`config.mk`:
```
export PLATFORM = sky130hd
export DESIGN_NAME = de_hazard_ctrl
export DESIGN_NICKNAME = d
export VERILOG_FILES = /design/src/rtl/de_hazard_ctrl.sv
export SDC_FILE = /design/constraint.sdc
export NUM_CORES = 1
export LEC_CHECK = 0
export BUFFER_PORTS_ARGS = -buffer_cell sky130_fd_sc_hd__buf_4
export CAP_MARGIN = 10
export CORE_UTILIZATION = 50
export DETAILED_ROUTE_END_ITERATION = 7
export PLACE_DENSITY = 0.87
export SLEW_MARGIN = 20
export SYNTH_ARGS = -nofsm -noshare
export SYNTH_HDL_FRONTEND = slang
export SYNTH_SLANG_ARGS = --single-unit
export TNS_END_PERCENT = 5
```
`constraint.sdc`:
```
create_clock -name i_clk -period 2.2 [get_ports i_clk]
set_clock_uncertainty 0.1 [all_clocks]
set_input_delay 0.44 -clock i_clk [delete_from_list [all_inputs] [get_ports i_clk]]
set_output_delay 0.44 -clock i_clk [all_outputs]
set_load 0.03 [all_outputs]
```
`src/rtl/de_hazard_ctrl.sv`:
```
// -----------------------------------------------------------------------------
// de_hazard_ctrl
//
// Hazard and stall controller for the reader side of the decode/execute
// pipeline register. It compares the instruction in EX (the DE register
// output) with the instruction in decode and drives the stall, bubble and
// flush controls for the front of the pipe. It handles load-use hazards,
// which may need several bubble cycles, taken-branch redirects, and
// data-memory wait. Two saturating event counters support performance debug.
//
// Parameters
//   OP_BUBBLE    opcode the DE register loads as a no-op
//   OP_LW        load-word opcode; its destination is the rt field
//   LOAD_STALLS  bubble cycles per load-use hazard, 1..3
//   CNT_W        width of each performance counter
//
// Ports
//   i_clk        clock, rising edge
//   i_rst        synchronous reset, active-high
//   i_id_rs      rs field of the decode instruction
//   i_id_rt      rt field of the decode instruction
//   i_id_use_rt  decode instruction reads rt as a source
//   i_ex_op      opcode held in the DE register
//   i_ex_rt      rt field held in the DE register
//   i_ex_taken   EX instruction redirects the PC this cycle
//   i_mem_busy   data memory wait, whole pipe freezes
//   o_pc_stall   hold the PC and the IF/ID register
//   o_de_bubble  DE register loads OP_BUBBLE instead of op_in
//   o_fd_flush   IF/ID register loads a bubble
//   o_pipe_hold  DE and later registers keep their contents
//   o_stall_cnt  load-use bubble cycles since reset, saturating
//   o_flush_cnt  taken-branch flush events since reset, saturating
// -----------------------------------------------------------------------------
module de_hazard_ctrl #(
    parameter logic [5:0] OP_BUBBLE   = 6'b110111,
    parameter logic [5:0] OP_LW       = 6'b010000,
    parameter int         LOAD_STALLS = 1,
    parameter int         CNT_W       = 16
) (
    input  logic             i_clk,
    input  logic             i_rst,
    input  logic [4:0]       i_id_rs,
    input  logic [4:0]       i_id_rt,
    input  logic             i_id_use_rt,
    input  logic [5:0]       i_ex_op,
    input  logic [4:0]       i_ex_rt,
    input  logic             i_ex_taken,
    input  logic             i_mem_busy,
    output logic             o_pc_stall,
    output logic             o_de_bubble,
    output logic             o_fd_flush,
    output logic             o_pipe_hold,
    output logic [CNT_W-1:0] o_stall_cnt,
    output logic [CNT_W-1:0] o_flush_cnt
);

    typedef enum logic {
        ST_RUN   = 1'b0,
        ST_STALL = 1'b1
    } state_t;

    // OP_BUBBLE is the value the DE register itself loads; this block only
    // requests the bubble, so the opcode is not referenced here.
    localparam logic [5:0] UNUSED_BUBBLE_OP = OP_BUBBLE;

    state_t           r_state;
    state_t           w_next_state;
    logic [1:0]       r_rem;
    logic [1:0]       w_next_rem;
    logic [CNT_W-1:0] r_stall_cnt;
    logic [CNT_W-1:0] r_flush_cnt;
    logic             w_hazard;
    logic             w_stall_inc;
    logic             w_flush_inc;

    // Register $zero never carries a real dependency, so a load into r0 is
    // ignored. The rt comparison only matters when decode actually reads rt.
    assign w_hazard = (i_ex_op == OP_LW) && (i_ex_rt != 5'd0) &&
                      ((i_id_rs == i_ex_rt) ||
                       (i_id_use_rt && (i_id_rt == i_ex_rt)));

    // Next-state and control outputs. Priority is reset, then memory wait,
    // then branch redirect, then load-use hazard. A taken branch in STALL
    // aborts the remaining bubbles because the decode instruction is being
    // thrown away anyway.
    always_comb begin
        o_pc_stall   = 1'b0;
        o_de_bubble  = 1'b0;
        o_fd_flush   = 1'b0;
        o_pipe_hold  = 1'b0;
        w_stall_inc  = 1'b0;
        w_flush_inc  = 1'b0;
        w_next_state = r_state;
        w_next_rem   = r_rem;

        if (i_rst) begin
            o_de_bubble = 1'b1;
            o_fd_flush  = 1'b1;
        end else if (i_mem_busy) begin
            o_pipe_hold = 1'b1;
            o_pc_stall  = 1'b1;
        end else if (i_ex_taken) begin
            o_fd_flush   = 1'b1;
            o_de_bubble  = 1'b1;
            w_flush_inc  = 1'b1;
            w_next_state = ST_RUN;
            w_next_rem   = 2'd0;
        end else begin
            case (r_state)
                ST_RUN: begin
                    if (w_hazard) begin
                        o_pc_stall  = 1'b1;
                        o_de_bubble = 1'b1;
                        w_stall_inc = 1'b1;
                        if (LOAD_STALLS > 1) begin
                            w_next_state = ST_STALL;
                            w_next_rem   = 2'(LOAD_STALLS - 1);
                        end
                    end
                end
                ST_STALL: begin
                    // Hazard detection is ignored here: the bubble count was
                    // fixed when the hazard was first seen.
                    o_pc_stall  = 1'b1;
                    o_de_bubble = 1'b1;
                    w_stall_inc = 1'b1;
                    w_next_rem  = r_rem - 2'd1;
                    if (r_rem == 2'd1) begin
                        w_next_state = ST_RUN;
                    end
                end
                default: begin
                    w_next_state = ST_RUN;
                    w_next_rem   = 2'd0;
                end
            endcase
        end
    end

    // State and remaining-bubble register. During a memory wait the
    // combinational block leaves next state equal to current state, which
    // freezes the stall sequence.
    always_ff @(posedge i_clk) begin
        if (i_rst) begin
            r_state <= ST_RUN;
            r_rem   <= 2'd0;
        end else begin
            r_state <= w_next_state;
            r_rem   <= w_next_rem;
        end
    end

    // Saturating performance counters; they stop at all-ones rather than wrap.
    always_ff @(posedge i_clk) begin
        if (i_rst) begin
            r_stall_cnt <= '0;
            r_flush_cnt <= '0;
        end else begin
            if (w_stall_inc && (r_stall_cnt != {CNT_W{1'b1}})) begin
                r_stall_cnt <= r_stall_cnt + CNT_W'(1);
            end
            if (w_flush_inc && (r_flush_cnt != {CNT_W{1'b1}})) begin
                r_flush_cnt <= r_flush_cnt + CNT_W'(1);
            end
        end
    end

    assign o_stall_cnt = r_stall_cnt;
    assign o_flush_cnt = r_flush_cnt;

endmodule

```
After elaboration in Yosys (flattened, before gate mapping)
Cells that the tools add are included.
Operators by class
  bitwise operators: 2
  multiplexer cells: 21
  equality and inequality tests: 6
  reduce and logical (&&, ||, !) cells: 9
  add/subtract/negate cells: 3
Operators by type and width (count)
  adder 16 x 1 -> 16 bit, second input constant: 2
  inequality test 16 bit, second input constant: 2
  two-way mux 1 bit: 18
  equality test 5 bit: 2
  equality test 6 x 5 -> 1 bit, second input constant: 1
  logical AND 1 bit: 5
  nonzero test 5 bit: 1
  two-way mux 2 bit: 2
  equality test 2 x 1 -> 1 bit, second input constant: 1
  inverter 1 bit: 2
  one-hot mux 1 bit (2 select lines): 1
  AND reduction 2 bit: 1
  nonzero test 2 bit: 1
  subtractor 2 x 1 -> 2 bit, second input constant: 1
  logical OR 1 bit: 1
Storage, ports and cells
  word-level logic and storage cells: 45
  input bits: 26
  register bits after elaboration: 35
  output and inout bits: 36

Depth between registers and ports, before layout
  depth in word-level cells: 10
  gate-level depth with buffers: 8

Worst setup path before layout
No wires, ideal clock.
  path type: in2out
  start point: in i_ex_op[1]
  end point: out o_pc_stall
  arrival: 1.713 ns
  required time: 1.660 ns
  buffers on the path: 1
  setup slack: -0.053 ns
  stages: 6
  path through: nor4_2 -> nand3b_1 -> a21oi_2 -> a21oi_2 -> clkbuf_1 -> a21oi_1
On the way
  word-level cells in the longest chain between the ends: 8
Ends and longest elaborated chain
  start: declaration: line 45  | input logic [5:0] i_ex_op,
  equality test 6 x 5 -> 1 bit: line 78  | assign w_hazard = (i_ex_op == OP_LW) && (i_ex_rt != 5'd0) &&
  logical AND 1 bit (2 in series): line 78
  two-way mux 1 bit: line 111  | if (w_hazard) begin
  one-hot mux 1 bit (2 select lines): line 109  | case (r_state)
  two-way mux 1 bit: line 102  | end else if (i_ex_taken) begin
  two-way mux 1 bit: line 99  | end else if (i_mem_busy) begin
  two-way mux 1 bit: line 96  | if (i_rst) begin
  end: declaration: line 49  | output logic o_pc_stall,
No other way between the ends.

Worst setup path after layout
  start point: in i_ex_op[1]
  end point: out o_de_bubble
On the way
  word-level cells in the longest chain between the ends: 8
Ends and longest elaborated chain
  equality test 6 x 5 -> 1 bit: line 78
  logical AND 1 bit (2 in series): line 78
  two-way mux 1 bit: line 111
  one-hot mux 1 bit (2 select lines): line 109
  two-way mux 1 bit: line 102
  two-way mux 1 bit: line 99
  two-way mux 1 bit: line 96
  end: declaration: line 50  | output logic o_de_bubble,
No other way between the ends.

==> metrics.yaml <==
drt:
  wirelength_um: 4179
  drc: 0
  drt-initial-drc-count: 70
  vias: 1797
  firstDrtPassIters: 4
  via_per_inst: 5.285
  drtAntennaViolNets: 0
  wl_per_cell_um: 12.29
die:
  die_w_um: 62.26
  initial_core_util_pct: 53.15
  fp.coreArea_mm2: 0.003416
  num_rows: 21
  dieArea_mm2: 0.003876
  io-pin-count: 62
  die_h_um: 62.26
clock_tree:
  clock-root-buffer: "clkbuf_4"
  clockBufferDepth: 2
  numCtsBuffers: 5
  clock-sinks: 35
  cts_tree: "done"
  holdBufCountCts: 0
  path_clk_slew_ps: 110
  h-tree-depth: 2
  insertion_delay_ps: 330
cells_and_area:
  fillers: 280
  fin_nets: 322
  design_area_mm2: 0.002454
  syn_to_final_growth_pct: 35.15
  final_util_pct: 71.83
  diodes: 0
  drive_gt1_share_pct: 29.93
  stdcell_count: 340
pwr:
  ir_worst_vdd_v: 0.0003105
  p_total_mw: 1.103
  power_density_mw_per_mm2: 449.7
  p_leak_nw: 0.9541
yosys:
  ys_seq_elements: 35
  synthFlopType: "dfxtp_1"
  syn_area_mm2: 0.001815
  yosysUniqueCellTypes: 36
  async_reset_ff_share_pct: 0
  syn_nets: 250
  synth_edf_count: 0
  synth_seq_area_share_pct: 38.59
  synth_area_per_cell_um2: 8.215
  postSynthCellCount: 221
  yosysWarnings: 0
critical_path:
  worst_path_max_delay_cell: "nor4_4"
  worst_setup_path_end_kind: "output pin"
  path_class: "primary input to output pin"
  arrival_ps: 1590
  slowest_delay_ps: 250
  crit_path_start_kind: "primary input"
  cp_max_fo: 3
  path_cells: "buf_4 > nor4_4 > nand3b_1 > a21oi_2 > a21oi_2 > buf_6 > o21bai_1 > buf_4"
  worst_ep_required_time_ps: 1660
run:
  drv_cap: 0
timing:
  fin_setup_tns_ps: 0
  max_freq_mhz: 468.4
  final_max_slew_viol_count: 0
  period_share_pct: 97.04
  setup_violations: 0
  max_slew_margin_pct: 76.71
  hold_violations: 0
  min_period_ps: 2135
  worst_pin_slew_ps: 344.5
grt:
  grt_pass1_wl_um: 6900
  grt_max_degree: 24
  grt_usage_pct: 22.03
  grt_pass1_vias: 1621
  antenna_found_initial: 0
  grt_overflow: 0
placed_design:
  dp.cells: 330
  hpwlAfterDp_um: 3158
  numPortBuffers: 61
  gp_congestion: 0.7998
  placed_area_mm2: 0.002372
worst_hold_path:
  hp-class: "primary input to register"
status:
  status: "finished clean"
==> cell usage after synthesis (3+ instances only) <==
cell | count | share of area, %
xnor2_1 | 23 | 11
clkbuf_1 | 5 | 1.0
or3_1 | 3 | 1.0
nand3_1 | 22 | 6.1
xor2_1 | 10 | 4.8
ha_1 | 3 | 2.1
and2_1 | 7 | 2.4
a21oi_1 | 8 | 2.2
nand2_1 | 10 | 2.1
inv_1 | 7 | 1.4
nand4_1 | 9 | 3.1
nor3_1 | 6 | 1.7
dfxtp_1 | 35 | 39
o21ai_0 | 8 | 2.2
nor2_1 | 37 | 7.6
==> path summary, 6_finish.rpt <==
| path | from | endpoint | slack, ps | cells after the start |
|---|---|---|---|---|
| max | i_ex_op[1] | o_de_bubble | 70 | 8 |
| min | i_rst | o_flush_cnt[0] | 300 | 2 |
| max reg2reg | o_stall_cnt[0] | o_stall_cnt[14] | 220 | 7 |
| min reg2reg | r_rem[1] | r_rem[1] | 390 | 2 |
==> report_power, final <==
part           switching (mW)  internal, mW  leakage, nW  total, mW
Combinational          0.0634        0.0642        0.644      0.128
Sequential            0.00299         0.636        0.282      0.639
Clock                   0.214         0.123       0.0282      0.337
==> metal layers <==
layer	vias up	global-route usage [%]	part of all wire [%]
met5	-	0	0
met4	0	6.105	0.84
met3	5	6.250	7.0
met2	63	38.87	48
met1	830	25.92	44
li1	899	-	-
==> stage by stage <==
stage | setup WS [ps] | hold slack, ps
3_5_place_dp | -16.81 | 376.2
5_1_grt | -45.70 | 294.6
2_1_floorplan | -32.98 | 349.6
4_1_cts | 23.30 | 291.1
6_report | 65.17 | 300.9
3_3_place_gp | 20.99 | 360.7
==> logic make-up after synthesis <==
family / count (synthesis) / share of synthesized area [%]
AND/OR/NAND/NOR: 112 / 31.98
multiplexers: 1 / 0.5514
flip-flops: 35 / 38.59
adder cells (fa/ha/maj): 3 / 2.068
XOR/XNOR: 33 / 15.92
buffers and inverters: 13 / 2.688
AO/OA/AOI/OAI: 24 / 8.202
==> critical path, delay by kind of cell <==
kind	cells	cell delay (ps)
and+or+nand+nor	2	360
AOI/OAI and AO/OA	3	380
buffers and inverters	3	420
==> sequential cells by signal, indices dropped and copies added (netlist names) <==
signal       flops
o_flush_cnt     16
o_stall_cnt     16
r_rem            2
r_state          1
==> area by class of cell <==
| class | count | area (µm²) | share of cell area [%] |
|---|---|---|---|
| inverters | 7 | 26.28 | 1.071 |
| clock buffers | 6 | 41.29 | 1.683 |
| clock inverters | 2 | 12.51 | 0.5099 |
| multi-input cells | 173 | 1079 | 43.96 |
| flip-flops and latches | 35 | 700.7 | 28.56 |
| repair buffers | 71 | 536.8 | 21.88 |
| well taps | 46 | 57.56 | 2.346 |
==> what timing repair did <==
item | in CTS | in global routing
endpoints found under the setup margin | 0 | 2
resized for setup | 0 | 2
buffers inserted | 0 | 2
==> placed cells by master (no fill, tap or decap), types with 2 or more instances in the layout <==
master	instances
nor3_1	6
ha_1	3
buf_4	70
clkbuf_4	5
and2_1	7
or3_1	3
a21oi_1	7
inv_1	7
nor4b_1	2
nand2b_1	2
and3_1	2
nor2_1	37
dfxtp_1	35
nand3b_1	2
o21ai_0	8
a21oi_2	3
a21o_1	2
nand2_1	10
nor4_1	2
xor2_1	10
nand3_1	22
xnor2_1	23
nand4_1	9
No activity file was read; power rests on OpenSTA's default activity.
